===== src/rtl/serv_bus_arb_if.sv =====
// serv_bus_arb_if
// Bundles the three bus faces of the ibus/dbus arbiter into one interface:
//   ibus   : i_ibus_adr, i_ibus_cyc -> o_ibus_rdt, o_ibus_ack
//   dbus   : i_dbus_adr/dat/sel/we/cyc -> o_dbus_rdt, o_dbus_ack
//   wb     : o_wb_adr/dat/sel/we/cyc <- i_wb_rdt, i_wb_ack
//   status : o_timeout (watchdog termination pulse)
// Signal names carry the arbiter's point of view (i_ = into the arbiter).
// Modports:
//   slave  - taken by the arbiter itself (serves both masters)
//   master - taken by whatever drives the arbiter (core + memory model)
interface serv_bus_arb_if;
    logic [31:0] i_ibus_adr;
    logic        i_ibus_cyc;
    logic [31:0] o_ibus_rdt;
    logic        o_ibus_ack;

    logic [31:0] i_dbus_adr;
    logic [31:0] i_dbus_dat;
    logic [3:0]  i_dbus_sel;
    logic        i_dbus_we;
    logic        i_dbus_cyc;
    logic [31:0] o_dbus_rdt;
    logic        o_dbus_ack;

    logic [31:0] o_wb_adr;
    logic [31:0] o_wb_dat;
    logic [3:0]  o_wb_sel;
    logic        o_wb_we;
    logic        o_wb_cyc;
    logic [31:0] i_wb_rdt;
    logic        i_wb_ack;

    logic        o_timeout;

    modport slave (
        input  i_ibus_adr, i_ibus_cyc,
        output o_ibus_rdt, o_ibus_ack,
        input  i_dbus_adr, i_dbus_dat, i_dbus_sel, i_dbus_we, i_dbus_cyc,
        output o_dbus_rdt, o_dbus_ack,
        output o_wb_adr, o_wb_dat, o_wb_sel, o_wb_we, o_wb_cyc,
        input  i_wb_rdt, i_wb_ack,
        output o_timeout
    );

    modport master (
        output i_ibus_adr, i_ibus_cyc,
        input  o_ibus_rdt, o_ibus_ack,
        output i_dbus_adr, i_dbus_dat, i_dbus_sel, i_dbus_we, i_dbus_cyc,
        input  o_dbus_rdt, o_dbus_ack,
        input  o_wb_adr, o_wb_dat, o_wb_sel, o_wb_we, o_wb_cyc,
        output i_wb_rdt, i_wb_ack,
        input  o_timeout
    );
endinterface


===== src/rtl/serv_bus_arb.sv =====
// serv_bus_arb
// Shares one Wishbone slave port between the instruction bus and the data
// bus. One master is granted at a time and the grant is held until the slave
// acks, the watchdog expires, or the granted master abandons its cycle.
// dbus wins simultaneous requests unless ibus has already lost STARVE_MAX
// times in a row. Every change of owner passes through IDLE.
// Ports:
//   clk   - system clock, rising edge
//   i_rst - synchronous active-high reset
//   bus   - serv_bus_arb_if.slave carrying ibus, dbus, wb and o_timeout
// Parameters:
//   TIMEOUT_W  - watchdog width; a grant is cut off at grant cycle 2^W-1
//   STARVE_MAX - consecutive dbus wins tolerated while ibus waits (1..7)
module serv_bus_arb #(
    parameter int TIMEOUT_W  = 8,
    parameter int STARVE_MAX = 2
) (
    input  logic                clk,
    input  logic                i_rst,
    serv_bus_arb_if.slave       bus
);

    typedef enum logic [1:0] {
        IDLE  = 2'd0,
        GNT_I = 2'd1,
        GNT_D = 2'd2
    } state_t;

    localparam logic [2:0]           STARVE_LIM = 3'(STARVE_MAX);
    localparam logic [TIMEOUT_W-1:0] WDOG_MAX   = {TIMEOUT_W{1'b1}};
    localparam logic [TIMEOUT_W-1:0] WDOG_ONE   = TIMEOUT_W'(1);

    state_t               state_r;
    logic [2:0]           starve_r;
    logic [TIMEOUT_W-1:0] wdog_r;

    logic gnt_i_s;
    logic gnt_d_s;
    logic owner_cyc_s;
    logic wdog_max_s;
    logic expire_s;
    logic fwd_ack_s;
    logic done_s;

    // Grant decode, watchdog expiry and termination conditions
    always_comb begin
        gnt_i_s    = (state_r == GNT_I);
        gnt_d_s    = (state_r == GNT_D);
        wdog_max_s = (wdog_r == WDOG_MAX);
        if (gnt_d_s) begin
            owner_cyc_s = bus.i_dbus_cyc;
        end else if (gnt_i_s) begin
            owner_cyc_s = bus.i_ibus_cyc;
        end else begin
            owner_cyc_s = 1'b0;
        end
        // A real ack on the expiry cycle wins, so expiry needs ~ack.
        // Nothing is forwarded during reset or to a master that has let go.
        expire_s  = owner_cyc_s & wdog_max_s & ~bus.i_wb_ack & ~i_rst;
        fwd_ack_s = owner_cyc_s & (bus.i_wb_ack | wdog_max_s) & ~i_rst;
        done_s    = bus.i_wb_ack | wdog_max_s | ~owner_cyc_s;
    end

    // Slave-side and master-side output muxing
    always_comb begin
        bus.o_wb_cyc = gnt_i_s | gnt_d_s;
        bus.o_wb_dat = bus.i_dbus_dat;
        if (gnt_d_s) begin
            bus.o_wb_adr = bus.i_dbus_adr;
            bus.o_wb_sel = bus.i_dbus_sel;
            bus.o_wb_we  = bus.i_dbus_we;
        end else begin
            bus.o_wb_adr = bus.i_ibus_adr;
            bus.o_wb_sel = 4'hF;
            bus.o_wb_we  = 1'b0;
        end
        bus.o_ibus_ack = fwd_ack_s & gnt_i_s;
        bus.o_dbus_ack = fwd_ack_s & gnt_d_s;
        if (expire_s) begin
            bus.o_ibus_rdt = 32'h0000_0000;
            bus.o_dbus_rdt = 32'h0000_0000;
        end else begin
            bus.o_ibus_rdt = bus.i_wb_rdt;
            bus.o_dbus_rdt = bus.i_wb_rdt;
        end
        bus.o_timeout = expire_s;
    end

    // Grant state machine with starvation counter and watchdog
    always_ff @(posedge clk) begin
        if (i_rst) begin
            state_r  <= IDLE;
            starve_r <= 3'd0;
            wdog_r   <= '0;
        end else begin
            case (state_r)
                IDLE: begin
                    wdog_r <= '0;
                    if (bus.i_dbus_cyc && (!bus.i_ibus_cyc || (starve_r != STARVE_LIM))) begin
                        state_r <= GNT_D;
                        // Only a dbus win that leaves ibus waiting counts.
                        if (bus.i_ibus_cyc && (starve_r < STARVE_LIM)) begin
                            starve_r <= starve_r + 3'd1;
                        end else begin
                            starve_r <= starve_r;
                        end
                    end else if (bus.i_ibus_cyc) begin
                        state_r  <= GNT_I;
                        starve_r <= 3'd0;
                    end else begin
                        state_r <= IDLE;
                    end
                end
                GNT_I, GNT_D: begin
                    if (done_s) begin
                        state_r <= IDLE;
                        wdog_r  <= '0;
                    end else begin
                        wdog_r <= wdog_r + WDOG_ONE;
                    end
                end
                default: begin
                    state_r <= IDLE;
                    wdog_r  <= '0;
                end
            endcase
        end
    end

endmodule


===== src/flat_wrapper.sv =====
// flat-port wrapper written by rule: the top's interface ports become plain ports
module serv_bus_arb_flat 
#(
    parameter int TIMEOUT_W  = 8,
    parameter int STARVE_MAX = 2
)
  (clk, i_rst, bus_i_ibus_adr, bus_i_ibus_cyc, bus_o_ibus_rdt, bus_o_ibus_ack, bus_i_dbus_adr, bus_i_dbus_dat, bus_i_dbus_sel, bus_i_dbus_we, bus_i_dbus_cyc, bus_o_dbus_rdt, bus_o_dbus_ack, bus_o_wb_adr, bus_o_wb_dat, bus_o_wb_sel, bus_o_wb_we, bus_o_wb_cyc, bus_i_wb_rdt, bus_i_wb_ack, bus_o_timeout);
  serv_bus_arb_if bus_i ();
  input  logic clk;
  input  logic i_rst;
  input wire logic [$bits(bus_i.i_ibus_adr)-1:0] bus_i_ibus_adr;
  input wire logic [$bits(bus_i.i_ibus_cyc)-1:0] bus_i_ibus_cyc;
  output wire logic [$bits(bus_i.o_ibus_rdt)-1:0] bus_o_ibus_rdt;
  output wire logic [$bits(bus_i.o_ibus_ack)-1:0] bus_o_ibus_ack;
  input wire logic [$bits(bus_i.i_dbus_adr)-1:0] bus_i_dbus_adr;
  input wire logic [$bits(bus_i.i_dbus_dat)-1:0] bus_i_dbus_dat;
  input wire logic [$bits(bus_i.i_dbus_sel)-1:0] bus_i_dbus_sel;
  input wire logic [$bits(bus_i.i_dbus_we)-1:0] bus_i_dbus_we;
  input wire logic [$bits(bus_i.i_dbus_cyc)-1:0] bus_i_dbus_cyc;
  output wire logic [$bits(bus_i.o_dbus_rdt)-1:0] bus_o_dbus_rdt;
  output wire logic [$bits(bus_i.o_dbus_ack)-1:0] bus_o_dbus_ack;
  output wire logic [$bits(bus_i.o_wb_adr)-1:0] bus_o_wb_adr;
  output wire logic [$bits(bus_i.o_wb_dat)-1:0] bus_o_wb_dat;
  output wire logic [$bits(bus_i.o_wb_sel)-1:0] bus_o_wb_sel;
  output wire logic [$bits(bus_i.o_wb_we)-1:0] bus_o_wb_we;
  output wire logic [$bits(bus_i.o_wb_cyc)-1:0] bus_o_wb_cyc;
  input wire logic [$bits(bus_i.i_wb_rdt)-1:0] bus_i_wb_rdt;
  input wire logic [$bits(bus_i.i_wb_ack)-1:0] bus_i_wb_ack;
  output wire logic [$bits(bus_i.o_timeout)-1:0] bus_o_timeout;
  assign bus_i.i_ibus_adr = bus_i_ibus_adr;
  assign bus_i.i_ibus_cyc = bus_i_ibus_cyc;
  assign bus_o_ibus_rdt = bus_i.o_ibus_rdt;
  assign bus_o_ibus_ack = bus_i.o_ibus_ack;
  assign bus_i.i_dbus_adr = bus_i_dbus_adr;
  assign bus_i.i_dbus_dat = bus_i_dbus_dat;
  assign bus_i.i_dbus_sel = bus_i_dbus_sel;
  assign bus_i.i_dbus_we = bus_i_dbus_we;
  assign bus_i.i_dbus_cyc = bus_i_dbus_cyc;
  assign bus_o_dbus_rdt = bus_i.o_dbus_rdt;
  assign bus_o_dbus_ack = bus_i.o_dbus_ack;
  assign bus_o_wb_adr = bus_i.o_wb_adr;
  assign bus_o_wb_dat = bus_i.o_wb_dat;
  assign bus_o_wb_sel = bus_i.o_wb_sel;
  assign bus_o_wb_we = bus_i.o_wb_we;
  assign bus_o_wb_cyc = bus_i.o_wb_cyc;
  assign bus_i.i_wb_rdt = bus_i_wb_rdt;
  assign bus_i.i_wb_ack = bus_i_wb_ack;
  assign bus_o_timeout = bus_i.o_timeout;
  serv_bus_arb #(.TIMEOUT_W(TIMEOUT_W), .STARVE_MAX(STARVE_MAX)) u_core (.clk(clk), .i_rst(i_rst), .bus(bus_i));
endmodule

===== config.mk =====
export PLATFORM = sky130hd
export DESIGN_NAME = serv_bus_arb_flat
export DESIGN_NICKNAME = d
export VERILOG_FILES = /design/src/rtl/serv_bus_arb_if.sv /design/src/rtl/serv_bus_arb.sv /design/src/flat_wrapper.sv
export SDC_FILE = /design/constraint.sdc
export NUM_CORES = 1
export LEC_CHECK = 0
export ABC_AREA = 1
export CORE_AREA = 4 4 103 105
export CTS_CLUSTER_DIAMETER = 60
export DETAILED_ROUTE_END_ITERATION = 16
export DIE_AREA = 0 0 107 109
export GPL_TIMING_DRIVEN = 0
export PLACE_DENSITY = 0.66
export SETUP_SLACK_MARGIN = 0.05
export SLEW_MARGIN = 20
export SYNTH_ARGS = -nofsm -noshare
export SYNTH_HDL_FRONTEND = slang
export SYNTH_SLANG_ARGS = --single-unit

===== constraint.sdc =====
create_clock -name clk -period 2.7 [get_ports clk]
set_clock_uncertainty 0.15 [all_clocks]
set_input_delay 0.54 -clock clk [delete_from_list [all_inputs] [get_ports clk]]
set_output_delay 0.54 -clock clk [all_outputs]
set_load 0.005 [all_outputs]

==> out/qor.csv, run 1 <==
metric,value,unit
layoutNonFillerInstCount,741,
power.leakage,2.46,nW
clk_latency,0.24,ns
worst-path-max-fanout,8,
vias_per_cell,3.89,
finalHoldViolations,0,
clock_path_buffers,2,
root_buffer,clkbuf_8,
grt_max_degree,14,
pwr-share-comb,0.646,
cellInternalPower,0.748,mW
maxSlewViolCount,0,
synth_area,1920,sq um
sw_frac_of_total,0.288,
track_usage,0.149,
core,9640,sq um
p_total,1.05,mW
gp_congestion,0.829,
firstDrtPassIters,4,
crit_path_end_kind,output port,
place_ws,-0.521,ns
dp.cells,717,
post-dp-hpwl,8630,microns
io_pins,275,
drc,0,
clk_pin_slew_worst_paths,0.05,ns
cts_tree,built,
netlist.area_leader.share,0.254,
rows,36,
syn-instance-count,342,
grt.busiest_layer,met2,
layout-drive-gt1-share,0.283,
period_share,0.954,
layout_setup_ws,0.125,ns
dieWidth,107,microns
initial_utilization,0.200,
tightest_slew,0.284,ns
postRouteAntennaNets,0,
antenna_found_initial,0,
p_clk_frac,0.163,
fmax,388,MHz
ys_types,22,
cts.sinks,13,
yosys_warnings,0,
syn_to_final_growth,151,%
synth_area_leaders,"buf_4 25%, nand2_1 23%, dfxtp_1 14%",
whs,0.294,ns
gr-usage-met2,0.302,
required,2.01,ns
grt_pass1_vias,2885,
crit_type,flop to output port,
status,"finished, final reports clean",
power_density,217,nW/um^2
syn_avg_cell_area,5.63,sq um
grt-ovfl-total,0,
wire_per_inst,13.6,microns
synth_fp_nets,486,
die_y,109,microns
ys_seq_area_frac,0.135,
fin_crit,2.58,ns
switching_power,0.302,mW
vias,2879,
cts_hold_buffers,0,
worstHoldPathType,flop to flop,
rsz0062_at_grt,yes,
setup_viol,0,
nNetsFinal,753,
grtUsageMet3,0.0397,
max_slew_margin,0.810,
cp_data_arrival_time,1.89,ns
cts_buffers,3,
ys_ff_latch,13,
p_seq_frac,0.191,
antennaDiodeCount,0,
peakVddDrop,0.119,mV
met1_usage,0.155,
yosysTopAreaCell,buf_4,
maxCapViolCount,0,
grt_pass1_wl,14000,microns
cp-start-kind,flop,
drt_wl_total,10100,microns
port_buffers,242,
die_area,11700,sq um
setup_tns,0,ns
h-tree-depth,1,
drt_iter0_markers,127,
==> flip-flops by register name, summed over array words and instances (netlist names) <==
register and flops:
u_core.starve_r 3, u_core.wdog_r 8, u_core.state_r 2
==> synth_stat cells <==
master / instances
clkbuf_1: 6
nor2_1: 43
ha_1: 6
xor2_1: 3
o21ai_0: 2
nor2_2: 10
buf_2: 1
a21oi_1: 3
or2_2: 4
inv_2: 1
nor2_4: 1
nand3_1: 7
inv_1: 49
nand2_2: 2
nand2_1: 117
nor3_4: 1
xnor2_1: 2
nand4_1: 2
buf_6: 3
o21bai_1: 1
dfxtp_1: 13
buf_4: 65
==> worst max-delay path: stages, from the launching register on <==
cell and delay, ns:
dfxtp_2 0.35, ha_4 0.15, nand2_4 0.05, nor2_4 0.15, nand2_2 0.10, nor3_4 0.17, buf_6 0.20, buf_16 0.14
buf_6 0.09, nor2_2 0.03, buf_4 0.12, buf_6 0.11
==> timing repair <==
action / in CTS / in global routing
endpoints found under the setup margin: 99 / 88
resized for setup: 162 / 43
cloned: 3 / 0
setup buffers: 14 / 7
pin swaps: 4 / 8
==> cell families (layout without fill, tap and decap cells) <==
kind of cell	Yosys count	count (layout)	share of synthesized area
XOR/XNOR	5	5	0.0228
AO/OA/AOI/OAI	6	6	0.0169
buffers and inverters	125	391	0.383
flip-flops	13	13	0.135
AND/OR/NAND/NOR	187	187	0.403
adder cells (fa/ha/maj)	6	6	0.0390
==> layout by cell type, fill, tap and decap left out, types with 4 or more instances in the layout <==
| cell type | count |
|---|---|
| clkdlybuf4s50_1 | 165 |
| nand2_1 | 113 |
| buf_4 | 98 |
| inv_1 | 46 |
| nor2_1 | 36 |
| dlygate4sd2_1 | 30 |
| nor2_2 | 16 |
| buf_6 | 12 |
| clkdlybuf4s15_1 | 11 |
| clkbuf_2 | 9 |
| dfxtp_1 | 9 |
| nand3_1 | 6 |
| buf_8 | 5 |
| or2_2 | 4 |
| clkbuf_8 | 4 |
==> cell type report <==
type                    instances  area [sq um]
repair buffers                264          2520
fillers                       997          4810
well taps                     133           166
flip-flops and latches         13           268
plain buffers                  73           609
multi-input cells             204          1020
inverters                      50           193
clock buffers                   4          45.0
==> power by group through the flow <==
stage	registers [mW]	clock network, mW	logic (mW)
finish	0.201	0.171	0.679
floorplan	0.202	0	0.220
global route	0.201	0.188	0.737
detailed placement	0.203	0	0.678
global placement	0.203	0	0.671
CTS	0.201	0.176	0.676
==> stage by stage <==
step | instance area, sq um | utilization
2_1_floorplan | 1920 | -
3_3_place_gp | 4510 | 0.468
3_5_place_dp | 4510 | 0.468
4_1_cts | 4770 | 0.495
5_1_grt | 4830 | 0.501
6_report | 4830 | 0.501
==> per-layer routing <==
layer / up-vias / part of all wire
met5: - / 0
met4: 0 / 0.0054
met3: 4 / 0.086
met2: 148 / 0.55
met1: 1264 / 0.36
li1: 1463 / -
==> final timing paths <==
| check | start | end | slack (ns) | cells past startpoint |
|---|---|---|---|---|
| worst max-delay path | u_core.wdog_r[1] | bus_o_ibus_rdt[27] | 0.12 | 11 |
| worst min register to register | u_core.wdog_r[0] | u_core.wdog_r[0] | 0.29 | 1 |
| worst max register to register | u_core.state_r[0] | u_core.wdog_r[2] | 0.99 | 9 |
| worst min-delay path | u_core.wdog_r[0] | u_core.wdog_r[0] | 0.29 | 1 |
Power figures use the tool's default switching activity.
==> inputs of run 2 (changes only) <==
CORE_AREA = 4 4 104 106   (was 4 4 103 105)
DIE_AREA = 0 0 108 110   (was 0 0 107 109)
DONT_BUFFER_PORTS = 1   (was unset)
PLACE_DENSITY = 0.3   (was 0.66)
==> out/qor.csv, run 2 (synthesis gave the netlist of run 1 again) <==
metric,value,unit,change
syn_to_final_growth,16.3,%,was 151%
power.leakage,1.24,nW,was 2.46 nW
whs,0.294,ns,about the same
critPathLaunch,u_core.state_r[0],,was u_core.wdog_r[1]
finalHoldViolations,0,,unchanged
cp_data_arrival_time,1.84,ns,was 1.89 ns
fin_crit,2.53,ns,was 2.58 ns
maxCapViolCount,0,,unchanged
postRouteAntennaNets,0,,unchanged
grt_max_degree,11,,was 14
drt_iter0_markers,44,,was 127
root_buffer,clkbuf_8,,unchanged
worst-path-max-fanout,10,,was 8
wire_per_inst,14.5,microns,was 13.6 microns
cts_tree,built,,unchanged
power_density,292,nW/um^2,was 217 nW/um^2
cts.sinks,13,,unchanged
clk_pin_slew_worst_paths,0.06,ns,was 0.05 ns
die_area,11900,sq um,was 11700 sq um
final_cell_mix,"115 x nand2_1, 66 x buf_4, 48 x inv_1",,"was 165 x clkdlybuf4s50_1, 113 x nand2_1, 98 x buf_4"
slowest_stage,dfxtp_1,,was dfxtp_2
nNetsFinal,494,,was 753
firstDrtPassIters,4,,unchanged
dieWidth,108,microns,was 107 microns
required,2.01,ns,about the same
drt_wl_total,7010,microns,was 10100 microns
port_buffers,0,,was 242
h-tree-depth,1,,unchanged
tightest_slew,0.438,ns,was 0.284 ns
reg2reg_from,u_core.state_r[0],,unchanged
gp_congestion,0.694,,was 0.829
vias,1893,,was 2879
fmax,396,MHz,was 388 MHz
status,"finished, final reports clean",,unchanged
slowest_delay,0.35,ns,about the same
period_share,0.936,,was 0.954
post-dp-hpwl,6130,microns,was 8630 microns
layout-drive-gt1-share,0.335,,was 0.283
rsz0062_at_grt,yes,,unchanged
crit_chain,inv_2 -> ha_1 -> buf_6 -> inv_2 -> nand2_2 -> nand3_2 -> nor3_4 -> buf_6 -> buf_6 -> nor2_1 -> buf_4,,was ha_4 -> nand2_4 -> nor2_4 -> nand2_2 -> nor3_4 -> buf_6 -> buf_16 -> buf_6 -> nor2_2 -> buf_4 -> buf_6
largest-register,u_core.wdog_r,,unchanged
track_usage,0.0899,,was 0.149
grt_pass1_vias,1710,,was 2885
setup_tns,0,ns,unchanged
largest_reg_flops,8,,unchanged
reg_top3,"u_core.wdog_r x8, u_core.starve_r x3, u_core.state_r x2",,unchanged
setup_viol,0,,unchanged
rows,36,,unchanged
hold_start,u_core.wdog_r[0],,unchanged
grt_pass1_wl,8440,microns,was 14000 microns
maxSlewViolCount,0,,unchanged
layout.cells.most_common,nand2_1,,was clkdlybuf4s50_1
clk_latency,0.24,ns,about the same
drc,0,,unchanged
max_slew_margin,0.708,,was 0.810
worstHoldPathType,flop to flop,,unchanged
cts_buffers,3,,unchanged
clock_path_buffers,2,,unchanged
cpMostUsedCell,buf_6,,unchanged
cp-start-kind,flop,,unchanged
cpLargestDelayFamily,buffers and inverters,,unchanged
antennaDiodeCount,0,,unchanged
die_y,110,microns,was 109 microns
core,9770,sq um,was 9640 sq um
crit_path_end_kind,output port,,unchanged
n_fill_cell,1091,,was 997
crit_type,flop to output port,,unchanged
grt-ovfl-total,0,,unchanged
vias_per_cell,3.93,,was 3.89
io_pins,275,,unchanged
r2r_slack,1.00,ns,was 0.99 ns
path_buf_inv,6,,was 5
multiInputGateArea,982,sq um,was 1020 sq um
antenna_found_initial,0,,unchanged
initial_utilization,0.197,,was 0.200
regArea,260,sq um,was 268 sq um
peakVddDrop,0.164,mV,was 0.119 mV
## run 2: cell count changes in the layout (fill, tap and decap cells not counted), moves of 4 or more
cell             before  now
buf_8                 5    1
nor2_1               36   27
nor2_2               16   25
clkbuf_2              9    3
buf_6                12    3
dfxtp_1               9   13
clkdlybuf4s50_1     165    0
dlygate4sd2_1        30    0
clkdlybuf4s15_1      11    0
buf_4                98   66
## run 2: worst register-to-register path, stage by stage, from the launching register on
cell	delay [ns]
dfxtp_1	0.35
inv_2	0.06
ha_1	0.20
buf_6	0.14
nand2_2	0.08
nand3_1	0.10
nor2_1	0.19
nand2_1	0.23
nor2_1	0.14
## run 2: metrics by stage
stage	std cells	total power, mW	setup WS [ns]	util	area [sq um]
after global routing	482	0.704	0.0280	0.229	2240
after floorplan	342	0.422	0.480	-	1920
after global placement	475	0.478	0.0648	0.214	2090
after detailed placement	475	0.472	0.0752	0.214	2090
after CTS	482	0.658	0.0525	0.224	2190
final	482	0.652	0.173	0.229	2240
## run 2: layout make-up
cell class | count | area share
Multi-Input combinational cell | 204 | 0.439
Buffer | 75 | 0.254
Sequential cell | 13 | 0.116
Inverter | 50 | 0.0839
Tap cell | 133 | 0.0744
Clock buffer | 4 | 0.0201
Timing Repair Buffer | 3 | 0.0117
## run 2: metal layers
layer / GRT usage / up-vias / part of all wire
li1: - / 943 / -
met1: 0.0932 / 819 / 0.33
met5: 0 / - / 0
met4: 0.00541 / 0 / 0
met3: 0.0239 / 0 / 0.092
met2: 0.187 / 131 / 0.57
## run 2: path summary, 6_finish.rpt
check,end,cells past startpoint
worst max-delay path,bus_o_ibus_rdt[3],11
worst min register to register,u_core.wdog_r[0],1
worst max register to register,u_core.wdog_r[6],8
worst min-delay path,u_core.wdog_r[0],1
## run 2: timing repair
action,CTS,global route
pin swaps,1,2
setup buffers,3,0
hold buffers,0,0
hold endpoints to repair,0,0
setup endpoints to repair,62,61
resized for setup,9,23
## run 2: report_power, final
| part | internal, mW | switching, mW | total (mW) |
|---|---|---|---|
| Sequential | 0.196 | 0.00277 | 0.199 |
| Combinational | 0.118 | 0.157 | 0.275 |
| Clock | 0.104 | 0.0743 | 0.179 |
==> inputs of run 3 (changes only) <==
--- a/config.mk
+++ b/config.mk
@@ -7,8 +7,8 @@
 export LEC_CHECK = 0
 export ABC_AREA = 1
-export CORE_AREA = 4 4 104 106
+export CORE_AREA = 2 2 108 110
 export CTS_CLUSTER_DIAMETER = 60
 export DETAILED_ROUTE_END_ITERATION = 16
-export DIE_AREA = 0 0 108 110
+export DIE_AREA = 0 0 110 112
 export DONT_BUFFER_PORTS = 1
 export GPL_TIMING_DRIVEN = 0
==> constraint.sdc (replaced) <==
create_clock -name clk -period 2.7 [get_ports clk]
set_clock_uncertainty 0.15 [all_clocks]
set_input_delay 0.27 -clock clk [delete_from_list [all_inputs] [get_ports clk]]
set_output_delay 0.27 -clock clk [all_outputs]
set_load 0.005 [all_outputs]
==> out/qor.csv, run 3 (synthesis gave the netlist of run 1 again) <==
metric,value,unit,change
fmax,409,MHz,was 396 MHz
crit_path_end_kind,output port,,unchanged
finalHoldViolations,0,,unchanged
status,"finished, final reports clean",,unchanged
postRouteAntennaNets,0,,unchanged
io_pins,275,,unchanged
cpLargestDelayFamily,buffers and inverters,,unchanged
grt_pass1_vias,1544,,was 1710
setup_tns,0,ns,unchanged
vias,1899,,was 1893
fin_crit,2.45,ns,was 2.53 ns
cts.sinks,13,,unchanged
dieWidth,110,microns,was 108 microns
antennaDiodeCount,0,,unchanged
max_slew_margin,0.711,,was 0.708
setup_viol,0,,unchanged
crit_type,flop to output port,,unchanged
peakVddDrop,0.184,mV,was 0.164 mV
hold_path_depth,3,,was 1
initial_utilization,0.172,,was 0.197
reg2regPathDepth,8,,unchanged
power.leakage,1.23,nW,was 1.24 nW
nNetsFinal,492,,was 494
grt_max_degree,11,,unchanged
post-dp-hpwl,5450,microns,was 6130 microns
clk_latency,0.24,ns,about the same
tightest_slew,0.433,ns,was 0.438 ns
drc,0,,unchanged
period_share,0.906,,was 0.936
wire_per_inst,12.6,microns,was 14.5 microns
largest_reg_flops,8,,unchanged
track_usage,0.0825,,was 0.0899
n_fill_cell,1271,,was 1091
worst-path-max-fanout,10,,unchanged
r2r_slack,0.95,ns,was 1.00 ns
syn_to_final_growth,14.4,%,was 16.3%
layout-drive-gt1-share,0.265,,was 0.335
cts_tree,built,,unchanged
sw_frac_of_total,0.315,,was 0.358
firstDrtPassIters,4,,unchanged
required,2.28,ns,was 2.01 ns
vias_per_cell,3.88,,was 3.93
reg2reg_from,u_core.state_r[0],,unchanged
clk_pin_slew_worst_paths,0.04,ns,was 0.06 ns
layout.cells.most_common,nand2_1,,unchanged
switching_power,0.233,mW,was 0.234 mW
dp.cells,485,,was 475
min_to,u_core.starve_r[1],,was u_core.wdog_r[0]
hold_start,i_rst,,was u_core.wdog_r[0]
p_total,0.741,mW,was 0.652 mW
clock_path_buffers,2,,unchanged
cts_buffers,3,,unchanged
rows,39,,was 36
slowest_stage,dfxtp_1,,unchanged
maxCapViolCount,0,,unchanged
cellInternalPower,0.507,mW,was 0.418 mW
antenna_found_initial,0,,unchanged
port_buffers,0,,unchanged
die_y,112,microns,was 110 microns
worstHoldPathType,input port to flop,,was flop to flop
cts_hold_buffers,0,,unchanged
cp-start-kind,flop,,unchanged
cpMostUsedCell,buf_4,,was buf_6
p_clk_frac,0.375,,was 0.274
crit_chain,inv_1 -> ha_1 -> buf_4 -> nand2_1 -> nand3_1 -> nor3_4 -> buf_12 -> buf_6 -> nor2_2 -> buf_4,,was inv_2 -> ha_1 -> buf_6 -> inv_2 -> nand2_2 -> nand3_2 -> nor3_4 -> buf_6 -> buf_6 -> nor2_1 -> buf_4
largest-register,u_core.wdog_r,,unchanged
rsz0062_at_grt,no,,was yes
grt_pass1_wl,7970,microns,was 8440 microns
pwr-share-comb,0.355,,was 0.421
drt_iter0_markers,78,,was 44
reg_top3,"u_core.wdog_r x8, u_core.starve_r x3, u_core.state_r x2",,unchanged
final_cell_mix,"117 x nand2_1, 65 x buf_4, 49 x inv_1",,"was 115 x nand2_1, 66 x buf_4, 48 x inv_1"
cts_resized,0,,was 9
path_buf_inv,5,,was 6
p_seq_frac,0.269,,was 0.305
drt_wl_total,6190,microns,was 7010 microns
grt-ovfl-total,0,,unchanged
r2r_end,u_core.wdog_r[0],,was u_core.wdog_r[6]
gp_congestion,0.666,,was 0.694
slowest_delay,0.32,ns,was 0.35 ns
power_density,336,nW/um^2,was 292 nW/um^2
h-tree-depth,1,,unchanged
maxSlewViolCount,0,,unchanged
core,11200,sq um,was 9770 sq um
root_buffer,clkbuf_16,,was clkbuf_8
layoutNonFillerInstCount,490,,was 482
die_area,12300,sq um,was 11900 sq um
cp_data_arrival_time,2.03,ns,was 1.84 ns
-- run 3: cell count changes in the layout (fill, tap and decap cells not counted), sizes merged --
cell / delta
buf: -2
-- run 3: final cells by class --
cell class / count / area, sq um / share of cell area
multi-input cells: 204 / 927 / 0.421
plain buffers: 75 / 549 / 0.249
flip-flops and latches: 13 / 260 / 0.118
inverters: 50 / 188 / 0.0852
well taps: 143 / 179 / 0.0813
clock buffers: 4 / 78.8 / 0.0358
repair buffers: 1 / 20.0 / 0.00909
-- run 3: power groups by stage --
stage                     logic (mW)  clock network, mW  registers, mW
after CTS                      0.267              0.290          0.199
after global placement         0.271                  0          0.203
after global routing           0.298              0.299          0.200
after floorplan                0.220                  0          0.202
final                          0.263              0.278          0.200
after detailed placement       0.267                  0          0.203
-- run 3: timing repair --
| item | in CTS | in global routing |
|---|---|---|
| endpoints found under the hold margin | 0 | 0 |
| setup endpoints to repair | 0 | 28 |
| setup buffers | 0 | 1 |
-- run 3: metal layers --
metal	vias to the layer above	wire length [microns]	track usage
met5	-	0	0
met4	0	0	0
met3	0	570	0.0193
met2	135	3240	0.154
met1	826	2370	0.100
li1	938	-	-
-- run 3: worst register-to-register path: stages (launching register included) --
cell and delay (ns):
dfxtp_1 0.32, inv_1 0.08, ha_1 0.20, buf_4 0.16, nand2_1 0.10, nand3_1 0.10
nor2_1 0.19, nand2_1 0.23, nor2_1 0.14
-- run 3: worst max path at each step --
stage                           start                 end  slack (ns)  depth (start not counted)
detailed placement  u_core.state_r[0]  bus_o_ibus_rdt[28]        0.38                          9
floorplan           u_core.state_r[0]  bus_o_ibus_rdt[22]        0.75                          9
CTS                 u_core.state_r[0]  bus_o_ibus_rdt[28]        0.13                          9
finish              u_core.state_r[0]  bus_o_ibus_rdt[28]        0.25                         10
global placement    u_core.state_r[0]  bus_o_ibus_rdt[28]        0.39                          9
global route        u_core.state_r[0]  bus_o_ibus_rdt[26]        0.11                         10
-- run 3: through the flow --
| step | worst slack [ns] | utilization | instance area, sq um | hold slack, ns |
|---|---|---|---|---|
| after CTS | 0.126 | 0.195 | 2180 | 0.0659 |
| after global placement | 0.394 | 0.188 | 2100 | 0.286 |
| after global routing | 0.106 | 0.197 | 2200 | 0.0674 |
| after floorplan | 0.750 | - | 1920 | 0.268 |
| after detailed placement | 0.375 | 0.188 | 2100 | 0.292 |
| final | 0.253 | 0.197 | 2200 | 0.0630 |
